--- src/rtl/vga_pkg.sv ---
// Shared types and constants for the VGA colour sequencer.
// Optional blanking between table entries is enabled by VGA_SEQ_BLANK_EN.
package vga_pkg;

  typedef logic [8:0] color_t;

  localparam color_t COLOR_BLACK   = 9'h000;
  localparam color_t COLOR_RED     = 9'h007;
  localparam color_t COLOR_GREEN   = 9'h038;
  localparam color_t COLOR_BLUE    = 9'h1C0;
  localparam color_t COLOR_YELLOW  = 9'h03F;
  localparam color_t COLOR_CYAN    = 9'h1F8;
  localparam color_t COLOR_MAGENTA = 9'h1C7;
  localparam color_t COLOR_WHITE   = 9'h1FF;

  localparam color_t DEFAULT_TABLE [8] = '{
    COLOR_BLACK, COLOR_RED, COLOR_GREEN, COLOR_BLUE,
    COLOR_YELLOW, COLOR_CYAN, COLOR_MAGENTA, COLOR_WHITE
  };

  typedef enum logic [1:0] {
    IDLE,
    MANUAL,
    AUTO,
    BLANK
  } seq_state_t;

  // Tables deeper than 8 repeat the default palette.
  function automatic color_t default_color(input logic [2:0] i);
    return DEFAULT_TABLE[i];
  endfunction

endpackage

--- src/rtl/vga_color_sequencer_if.sv ---
// Colour-table write port: valid/ready handshake, writer holds request until accepted.
// No configuration macros are used here.
interface vga_color_sequencer_if #(
  parameter int DEPTH = 8
) ();
  import vga_pkg::*;

  localparam int IDX_W = $clog2(DEPTH);

  logic             wr_en;
  logic [IDX_W-1:0] wr_addr;
  color_t           wr_data;
  logic             wr_ready;

  modport master (
    output wr_en,
    output wr_addr,
    output wr_data,
    input  wr_ready
  );

  modport slave (
    input  wr_en,
    input  wr_addr,
    input  wr_data,
    output wr_ready
  );

endinterface

--- src/rtl/vga_frame_tick.sv ---
// Frame-start detector: registered one-cycle pulse on the falling edge of vsync.
// No configuration macros are used here.
module vga_frame_tick (
  input  logic clk,
  input  logic rst,
  input  logic vsync,
  output logic frame_tick
);

  logic vsync_q;

  // vsync_q resets high so a held-low vsync never produces a tick by itself.
  always_ff @(posedge clk or posedge rst) begin
    if (rst) begin
      vsync_q    <= 1'b1;
      frame_tick <= 1'b0;
    end else begin
      vsync_q    <= vsync;
      frame_tick <= vsync_q & ~vsync;
    end
  end

endmodule

--- src/rtl/vga_color_sequencer.sv ---
// Frame-synchronous colour scheduler feeding vga_controller's sw input.
// Define VGA_SEQ_BLANK_EN to insert one black frame between auto-cycled entries.
//
// state  | meaning
// IDLE   | after reset, waiting for the first frame tick
// MANUAL | colour follows sw, sampled once per frame
// AUTO   | colour cycles through the table, FRAMES_PER_COLOR frames per entry
// BLANK  | one black frame before the next entry (VGA_SEQ_BLANK_EN only)
module vga_color_sequencer
  import vga_pkg::*;
#(
  parameter int DEPTH            = 8,
  parameter int FRAMES_PER_COLOR = 60
) (
  input  logic                     clk,
  input  logic                     rst,
  input  color_t                   sw,
  input  logic                     mode,
  input  logic                     vsync,
  vga_color_sequencer_if.slave     wr,
  output color_t                   color_cfg,
  output logic                     frame_tick,
  output logic [$clog2(DEPTH)-1:0] cur_idx
);

  localparam int IDX_W = $clog2(DEPTH);
  localparam int CNT_W = $clog2(FRAMES_PER_COLOR + 1);
  localparam logic [CNT_W-1:0] CNT_LAST = CNT_W'(FRAMES_PER_COLOR - 1);

  seq_state_t       state;
  logic [CNT_W-1:0] frame_cnt;
  logic [IDX_W-1:0] idx;
  logic [IDX_W-1:0] idx_next;
  color_t           color_tbl [DEPTH];
  logic             rdy_q;
  logic             load_now;
  logic             wr_ready_int;
  logic             wr_accept;

  vga_frame_tick u_frame_tick (
    .clk        (clk),
    .rst        (rst),
    .vsync      (vsync),
    .frame_tick (frame_tick)
  );

  assign idx_next = idx + 1'b1;
  assign cur_idx  = idx;

  // True when the tick being processed this cycle reads the colour table.
  always_comb begin
    load_now = 1'b0;
    case (state)
      IDLE, MANUAL: load_now = mode;
`ifdef VGA_SEQ_BLANK_EN
      AUTO:         load_now = 1'b0;
      BLANK:        load_now = mode;
`else
      AUTO:         load_now = mode && (frame_cnt == CNT_LAST);
`endif
      default:      load_now = 1'b0;
    endcase
  end

  // Stalling writes on a load cycle keeps the loaded colour unambiguous.
  assign wr_ready_int = rdy_q & ~(frame_tick & load_now);
  assign wr.wr_ready  = wr_ready_int;
  assign wr_accept    = wr.wr_en & wr_ready_int;

  always_ff @(posedge clk or posedge rst) begin
    if (rst) begin
      state     <= IDLE;
      color_cfg <= COLOR_BLACK;
      frame_cnt <= '0;
      idx       <= '0;
      rdy_q     <= 1'b0;
      for (int i = 0; i < DEPTH; i++) begin
        color_tbl[i] <= default_color(3'(i));
      end
    end else begin
      rdy_q <= 1'b1;

      if (wr_accept) begin
        color_tbl[wr.wr_addr] <= wr.wr_data;
      end

      if (frame_tick) begin
        case (state)
          IDLE, MANUAL: begin
            if (mode) begin
              state     <= AUTO;
              idx       <= '0;
              frame_cnt <= '0;
              color_cfg <= color_tbl[0];
            end else begin
              state     <= MANUAL;
              color_cfg <= sw;
            end
          end

          AUTO: begin
            if (!mode) begin
              state     <= MANUAL;
              color_cfg <= sw;
            end else if (frame_cnt != CNT_LAST) begin
              frame_cnt <= frame_cnt + 1'b1;
            end else begin
              frame_cnt <= '0;
              idx       <= idx_next;
`ifdef VGA_SEQ_BLANK_EN
              state     <= BLANK;
              color_cfg <= COLOR_BLACK;
`else
              color_cfg <= color_tbl[idx_next];
`endif
            end
          end

`ifdef VGA_SEQ_BLANK_EN
          // idx already points at the next entry; its hold time starts here.
          BLANK: begin
            if (!mode) begin
              state     <= MANUAL;
              color_cfg <= sw;
            end else begin
              state     <= AUTO;
              frame_cnt <= '0;
              color_cfg <= color_tbl[idx];
            end
          end
`endif

          default: state <= IDLE;
        endcase
      end
    end
  end

endmodule
--- src/flat_wrapper.sv ---
// flat-port wrapper written by rule: the top's interface ports become plain ports
module vga_color_sequencer_flat import vga_pkg::*;
#(
  parameter int DEPTH            = 8,
  parameter int FRAMES_PER_COLOR = 60
)
  (clk, rst, sw, mode, vsync, color_cfg, frame_tick, cur_idx, wr_wr_en, wr_wr_addr, wr_wr_data, wr_wr_ready);
  vga_color_sequencer_if #(.DEPTH(DEPTH)) wr_i ();
  input  logic clk;
  input  logic rst;
  input  color_t sw;
  input  logic mode;
  input  logic vsync;
  output color_t color_cfg;
  output logic frame_tick;
  output logic [$clog2(DEPTH)-1:0] cur_idx;
  input wire logic [$bits(wr_i.wr_en)-1:0] wr_wr_en;
  input wire logic [$bits(wr_i.wr_addr)-1:0] wr_wr_addr;
  input wire logic [$bits(wr_i.wr_data)-1:0] wr_wr_data;
  output wire logic [$bits(wr_i.wr_ready)-1:0] wr_wr_ready;
  assign wr_i.wr_en = wr_wr_en;
  assign wr_i.wr_addr = wr_wr_addr;
  assign wr_i.wr_data = wr_wr_data;
  assign wr_wr_ready = wr_i.wr_ready;
  vga_color_sequencer #(.DEPTH(DEPTH), .FRAMES_PER_COLOR(FRAMES_PER_COLOR)) u_core (.clk(clk), .rst(rst), .sw(sw), .mode(mode), .vsync(vsync), .wr(wr_i), .color_cfg(color_cfg), .frame_tick(frame_tick), .cur_idx(cur_idx));
endmodule
--- config.mk ---
export PLATFORM = sky130hd
export DESIGN_NAME = vga_color_sequencer_flat
export DESIGN_NICKNAME = d
export VERILOG_FILES = /design/src/rtl/vga_pkg.sv /design/src/rtl/vga_color_sequencer_if.sv /design/src/rtl/vga_frame_tick.sv /design/src/rtl/vga_color_sequencer.sv /design/src/flat_wrapper.sv
export SDC_FILE = /design/constraint.sdc
export NUM_CORES = 1
export LEC_CHECK = 0
export CORE_ASPECT_RATIO = 2
export CORE_MARGIN = 2
export CORE_UTILIZATION = 58
export CTS_CLUSTER_SIZE = 25
export DETAILED_ROUTE_END_ITERATION = 8
export HOLD_SLACK_MARGIN = 0.12
export PLACE_DENSITY = 0.8
export SYNTH_ARGS = -nofsm -noshare
export SYNTH_HDL_FRONTEND = slang
export SYNTH_HIERARCHICAL = 1
export SYNTH_SLANG_ARGS = --single-unit
--- constraint.sdc ---
create_clock -name clk -period 3.81 [get_ports clk]
set_input_delay 0.5715 -clock clk [delete_from_list [all_inputs] [get_ports clk]]
set_output_delay 0.5715 -clock clk [all_outputs]
set_load 0.01 [all_outputs]
; ---- Word-level counts from Yosys, hierarchy flattened
; Cells that the tools add are included.
[word_totals]
register_bits = 95
input_bits = 26
output_inout_bits = 14
word_cells = 68
[op_classes]
n_addsub = 2
order_cmp = 3
eq_ne = 9
n_mux = 22
n_bitwise = 8
reduce_logical = 9
[op_table]
columns = cell, n
row1 = $bwmux 72, 1
row2 = $mux 9, 6
row3 = $bmux 9 s3, 1
row4 = $demux 9 s3, 1
row5 = $mux 6, 3
row6 = $pmux 9 s2, 1
row7 = $pmux 6 s2, 1
row8 = $mux 3, 3
row9 = $ge 4x4->1 const B, 2
row10 = $ne 2x2->1 const B, 4
row11 = $not 3->4, 2
row12 = $add 6x1->6 const B, 1
row13 = $eq 6x6->1 const B, 1
row14 = $ne 6x6->1 const B, 1
row15 = $pmux 3 s2, 1
row16 = $reduce_and 5->1, 1
row17 = $and 1x1->1, 4
row18 = $lt 4x1->1 const B, 1
row19 = $mux 2, 2
row20 = $pmux 2 s2, 1
row21 = $reduce_and 4->1, 1
row22 = $add 3x1->3 const B, 1
row23 = $ne 3x3->1 const B, 1
row24 = $reduce_and 3->1, 1
row25 = other kinds (9), 11

; ---- Logic depth before layout (Yosys ltp)
[logic_depth]
word_depth = 8
mapped_depth = 7
mapped_depth_nobuf = 5

; ---- Cells and area by module
; The synthesis kept the hierarchy.
[by_module_without_submodules]
columns = mod, n_inst, cells_each, area_per_inst_um2, seq_area_each_um2
row1 = vga_color_sequencer, 1, 318, 4514.3, 2372.3
row2 = vga_frame_tick, 1, 4, 68.8, 51.3

; ---- Worst setup path after synthesis
; No wires, ideal clock.
[synth_timing]
kind = flip-flop to flip-flop
from = reg u_core.idx[0], in the netlist u_core/cur_idx[0]
to = reg u_core.color_cfg[3]
setup_ns = 0.125
t_arrival_ns = 2.039
required_ns = 3.685
slack_ns = 1.646
stages_incl_launch_ff = 8
path_buffers = 2
period_less_slack_ns = 2.164
cell_sequence = dfrtp_1 > ha_1 > buf_2 > clkbuf_1 > mux4_2 > nand3_1 > o2111ai_1 > mux2_2
[synth_via]
elab_chain_len = 8
[synth_lines]
columns = element, line_no
row1 = from (decl), vga_color_sequencer.sv:32  ; logic [IDX_W-1:0] idx;
row2 = from (signal assigned), vga_color_sequencer.sv:109  ; idx <= idx_next;
row3 = $add 3x1->3, vga_color_sequencer.sv:47  ; assign idx_next = idx + 1'b1;
row4 = $not 3->4 (not written as such), vga_color_sequencer.sv:114  ; color_cfg <= color_tbl[idx_next];
row5 = $bmux 9 s3, vga_color_sequencer.sv:114
row6 = $mux 9 (not written as such) (2 in a row), vga_color_sequencer.sv:114
row7 = $mux 9, vga_color_sequencer.sv:105  ; end else if (frame_cnt != CNT_LAST) begin
row8 = $mux 9, vga_color_sequencer.sv:102  ; if (!mode) begin
row9 = $pmux 9 s2, vga_color_sequencer.sv:88  ; case (state)
row10 = to (signal assigned), vga_color_sequencer.sv:94  ; color_cfg <= color_tbl[0];
row11 = to (signal assigned), vga_color_sequencer.sv:104  ; color_cfg <= sw;
row12 = to (signal assigned), vga_color_sequencer.sv:114
row13 = to (decl), vga_color_sequencer.sv:21  ; output color_t color_cfg,
; Every way passes these cells. The select of a mux whose other input is x is not followed.
; A chain may end at the register's enable or synchronous reset.

; ---- Final worst setup path
[layout_timing]
from = reg u_core.frame_cnt[0]
to = out wr_wr_ready
[layout_via]
elab_chain_len = 6
[layout_lines]
columns = element, line_no
row1 = from (decl), vga_color_sequencer.sv:31  ; logic [CNT_W-1:0] frame_cnt;
row2 = from (signal assigned), vga_color_sequencer.sv:106  ; frame_cnt <= frame_cnt + 1'b1;
row3 = $eq 6x6->1, vga_color_sequencer.sv:59  ; AUTO: load_now = mode && (frame_cnt == CNT_LAST);
row4 = $logic_and 1x1->1, vga_color_sequencer.sv:59
row5 = $pmux 1 s2, vga_color_sequencer.sv:53  ; case (state)
row6 = $and 1x1->1, vga_color_sequencer.sv:66  ; assign wr_ready_int = rdy_q & ~(frame_tick & load_now);
row7 = $not 1->1, vga_color_sequencer.sv:66
row8 = $and 1x1->1, vga_color_sequencer.sv:66
row9 = to (decl), flat_wrapper.sv:20  ; output wire logic [$bits(wr_i.wr_ready)-1:0] wr_wr_ready;
; Every way passes these cells.

==> impl_table.tex <==
\begin{tabular}{lr}
\hline
Metric & Value \\
\hline
\multicolumn{2}{l}{\textbf{Run status}} \\
\quad Result of the run & complete, no violations \\
\multicolumn{2}{l}{\textbf{Timing}} \\
\quad Rel. slew slack & 40.8\% \\
\quad Transition time of the tightest slew-check pin & 882 ps \\
\quad Worst setup skew after layout & 6.60 ps \\
\quad Share of the clock period used by the worst path after layout & 79.5\% \\
\quad Setup violation total in the final timing report & 0 \\
\quad Count of final max-slew check failures & 0 \\
\quad Final TNS setup & 0 ps \\
\quad Hold violation count in the final report & 0 \\
\quad Final period demand of the worst path & 3030 ps \\
\quad Post-route setup slack & 783 ps \\
\quad Max Clk Rate & 330 MHz \\
\quad Unrepaired setup endpoints after global routing & no \\
\quad Worst hold margin & 441 ps \\
\multicolumn{2}{l}{\textbf{Detailed routing}} \\
\quad Iteration count of the initial detailed-routing pass & 4 \\
\quad Number of design rule violations left after detail routing & 0 \\
\quad WL per Instance & 20.7 um \\
\quad Overall routed net length & 9630 um \\
\quad Avg Vias per Cell & 6.25 \\
\quad Detailed-route via count & 2912 \\
\quad Number of nets with antenna violations after routing & 0 \\
\quad Initial DRC Count & 205 \\
\multicolumn{2}{l}{\textbf{Die}} \\
\quad Die area & 0.00867 mm2 \\
\quad Core Area & 0.00760 mm2 \\
\quad Horiz. Die Dim & 66.9 um \\
\quad Core Rows & 45 \\
\quad Boundary pin count & 40 \\
\quad Starting Density & 60.3\% \\
\quad Die H & 130 um \\
\multicolumn{2}{l}{\textbf{Layout}} \\
\quad Final Net Count & 395 \\
\quad Non-Filler Instances & 466 \\
\quad Post-route cell area & 0.00538 mm2 \\
\quad Synth-to-layout area growth & 17.4\% \\
\quad Fraction of final layout cells with drive strength greater than 1 & 46.8\% \\
\quad Post-Route Utilization & 70.8\% \\
\quad Antenna cells & 0 \\
\multicolumn{2}{l}{\textbf{Power}} \\
\quad Switching power summed over all nets & 877 uW \\
\quad Sequential group share of total power & 45.6\% \\
\quad Max rail drop VDD & 394 uV \\
\quad Power per unit of standard cell area & 594 mW/mm2 \\
\quad Switching power share of the total & 27.4\% \\
\quad Share of power burned in combinational logic & 27.0\% \\
\quad Cell internal power dissipation & 2.32 mW \\
\quad Leakage component of the power & 2.17 nW \\
\quad Clock share of power & 27.4\% \\
\quad Total power consumption of the routed design & 3.20 mW \\
\multicolumn{2}{l}{\textbf{GRT}} \\
\quad Maximum number of pins on one net before global-route repair & 46 \\
\quad Global-route wire length before repair & 15900 um \\
\quad Antenna violations before repair & 0 \\
\quad Congestion Overflow GR & 0 \\
\quad Global Route Usage Sum & 25.0\% \\
\quad Number of global-route vias before repair & 3115 \\
\multicolumn{2}{l}{\textbf{Clocking}} \\
\quad Post-CTS setup-driven buffer insertion count & 0 \\
\quad Buffer levels on the longest clock path & 2 \\
\quad Source-to-sink clock delay at the later pin of the worst-skew pair & 340 ps \\
\quad Clk sinks & 95 \\
\quad Post-cts gate resize count & 0 \\
\quad H-tree level count & 3 \\
\quad Post-CTS Hold Buffers & 0 \\
\quad CTS tree & yes \\
\quad Clock slew at reported path FFs & 70 ps \\
\quad Master cell of the clock root buffer & clkbuf\_16 \\
\quad Inserted Clock Buffers & 9 \\
\multicolumn{2}{l}{\textbf{Synth}} \\
\quad Fraction of synthesized cell area taken by the top area cell type & 31.7\% \\
\quad Most frequent cells after synthesis & mux2\_2, dfrtp\_1, dfstp\_2, nand3\_1, mux4\_2 \\
\quad Top\_reg\_cell synth & dfrtp\_1 \\
\quad Gate count after technology mapping & 322 \\
\quad Post-Synthesis Net Count & 350 \\
\quad Share of synthesized area occupied by flip-flops and latches & 52.9\% \\
\quad Average footprint of a synthesized cell & 14.2 um2 \\
\quad Count leader, synth & mux2\_2 \\
\quad YS warnings & 6 \\
\quad Share of flip-flops with an asynchronous set or reset & 100\% \\
\quad Unique masters post-synth & 41 \\
\quad Synthesized flop and latch total & 95 \\
\quad Cell types occupying the most area after synthesis & dfrtp\_1, dfstp\_2, mux2\_2 \\
\quad Cell area after synthesis & 0.00458 mm2 \\
\quad Top cell type by total area after synthesis & dfrtp\_1 \\
\quad Number of enable-type register cells in the synthesized netlist & 0 \\
\multicolumn{2}{l}{\textbf{Setup path}} \\
\quad Element type at the critical path end & output pin \\
\quad Worst-case register-to-register setup slack & 1110 ps \\
\quad Category of the worst setup path launch point & flip-flop \\
\quad Highest cell delay on the worst timing path & 480 ps \\
\quad Critical path cell sequence & ha\_1 -> nand4\_1 -> o31ai\_1 -> and2\_1 -> nor2b\_1 -> clkdlybuf4s50\_1 \\
\quad Cell with the biggest individual delay on the critical path & clkdlybuf4s50\_1 \\
\quad Reg2reg path depth & 4 \\
\quad Worst setup path category & reg2out \\
\quad Worst reg2reg endpoint & u\_core/color\_tbl[52]\$\_DFFE\_PP0P\_ \\
\quad Crit-path leading delay family & simple AND/OR/NAND/NOR gates \\
\quad Worst EP arrival & 2460 ps \\
\quad Critical path peak fanout & 8 \\
\quad Number of buffer and inverter instances along the worst setup path & 1 \\
\quad Reg2reg start & u\_core/state[1]\$\_DFFE\_PP0P\_ \\
\quad Launching element of the worst setup path & u\_core/frame\_cnt[0]\$\_DFFE\_PP0P\_ \\
\quad Required time reported for the critical path endpoint & 3240 ps \\
\multicolumn{2}{l}{\textbf{Min path}} \\
\quad Worst Hold Class & in2async \\
\multicolumn{2}{l}{\textbf{Placed design}} \\
\quad Routability Congestion & 0.850 \\
\quad Estimated wirelength of the detail-placed design & 6920 um \\
\quad Pre-CTS setup slack & 794 ps \\
\quad Number of port buffers & 39 \\
\quad Dpl cells & 450 \\
\quad Placed standard-cell area & 0.00509 mm2 \\
\multicolumn{2}{l}{\textbf{Flow run}} \\
\quad Count of max-cap constraint violations & 0 \\
\hline
\end{tabular}
[final cells by class]
| type | instances | area, um2 |
|---|---|---|
| tap | 94 | 118 |
| timing repair buffer | 48 | 458 |
| clock inverter | 5 | 58.8 |
| fill | 537 | 2220 |
| sequential | 95 | 2420 |
| inverter | 14 | 53.8 |
| clock buffer | 11 | 233 |
| multi-input combinational | 199 | 2040 |
[worst max path at each step]
stage | depth (start not counted) | to | slack (ps)
after floorplan | 1 | u_core/color_cfg[0]$_DFFE_PP0P_ | 880
after detailed placement | 6 | wr_wr_ready | 790
after global routing | 6 | wr_wr_ready | 650
after global placement | 6 | wr_wr_ready | 830
final | 6 | wr_wr_ready | 780
after CTS | 6 | wr_wr_ready | 760
[cells by family (layout without fill, tap and decap cells)]
group / count (synthesis) / after routing / share of synthesized area (%)
buf+inv: 28 / 78 / 2.70
other cells: 1 / 1 / 0.0818
simple gates: 69 / 69 / 9.91
mux: 103 / 103 / 29.7
compound gates: 18 / 18 / 3.00
flops: 95 / 95 / 52.9
xor+xnor: 6 / 6 / 1.15
fa+ha+maj: 2 / 2 / 0.546
[placed cells by master, fill, tap and decap left out, types with 4 or more instances in the layout]
master and instances:
dfrtp_1 58, clkbuf_16 9, buf_4 9, nor2_1 9, inv_1 13, mux4_2 18, mux2_2 85, dfstp_2 37
nand2_1 5, nand3_1 29, xor2_1 4, clkdlybuf4s50_1 39, o2111ai_1 9
[per-layer routing]
metal	up-vias	track usage, %	wire length, um	share of wire [%]
li1	1284	-	-	-
met1	1541	30.3	3770	39
met2	66	43.5	5250	55
met3	21	4.40	345	3.6
met4	0	9.84	259	2.7
met5	-	0	0	0
[sequential cells by signal, indices dropped and copies added, names as in the netlist]
name                            count
u_core/cur_idx                      3
u_core/u_frame_tick/vsync_q         1
u_core/color_cfg                    9
u_core/u_frame_tick/frame_tick      1
u_core/frame_cnt                    6
u_core/rdy_q                        1
u_core/color_tbl                   72
u_core/state                        2
[power by group through the flow]
stage	Sequential (mW)	Combinational (mW)	Clock (mW)
after floorplan	1.45	0.571	0
after global placement	1.46	0.835	0
after detailed placement	1.48	0.862	0
after CTS	1.46	0.867	0.894
after global routing	1.49	0.929	0.937
final	1.46	0.863	0.875
Power figures use the tool's default switching activity.
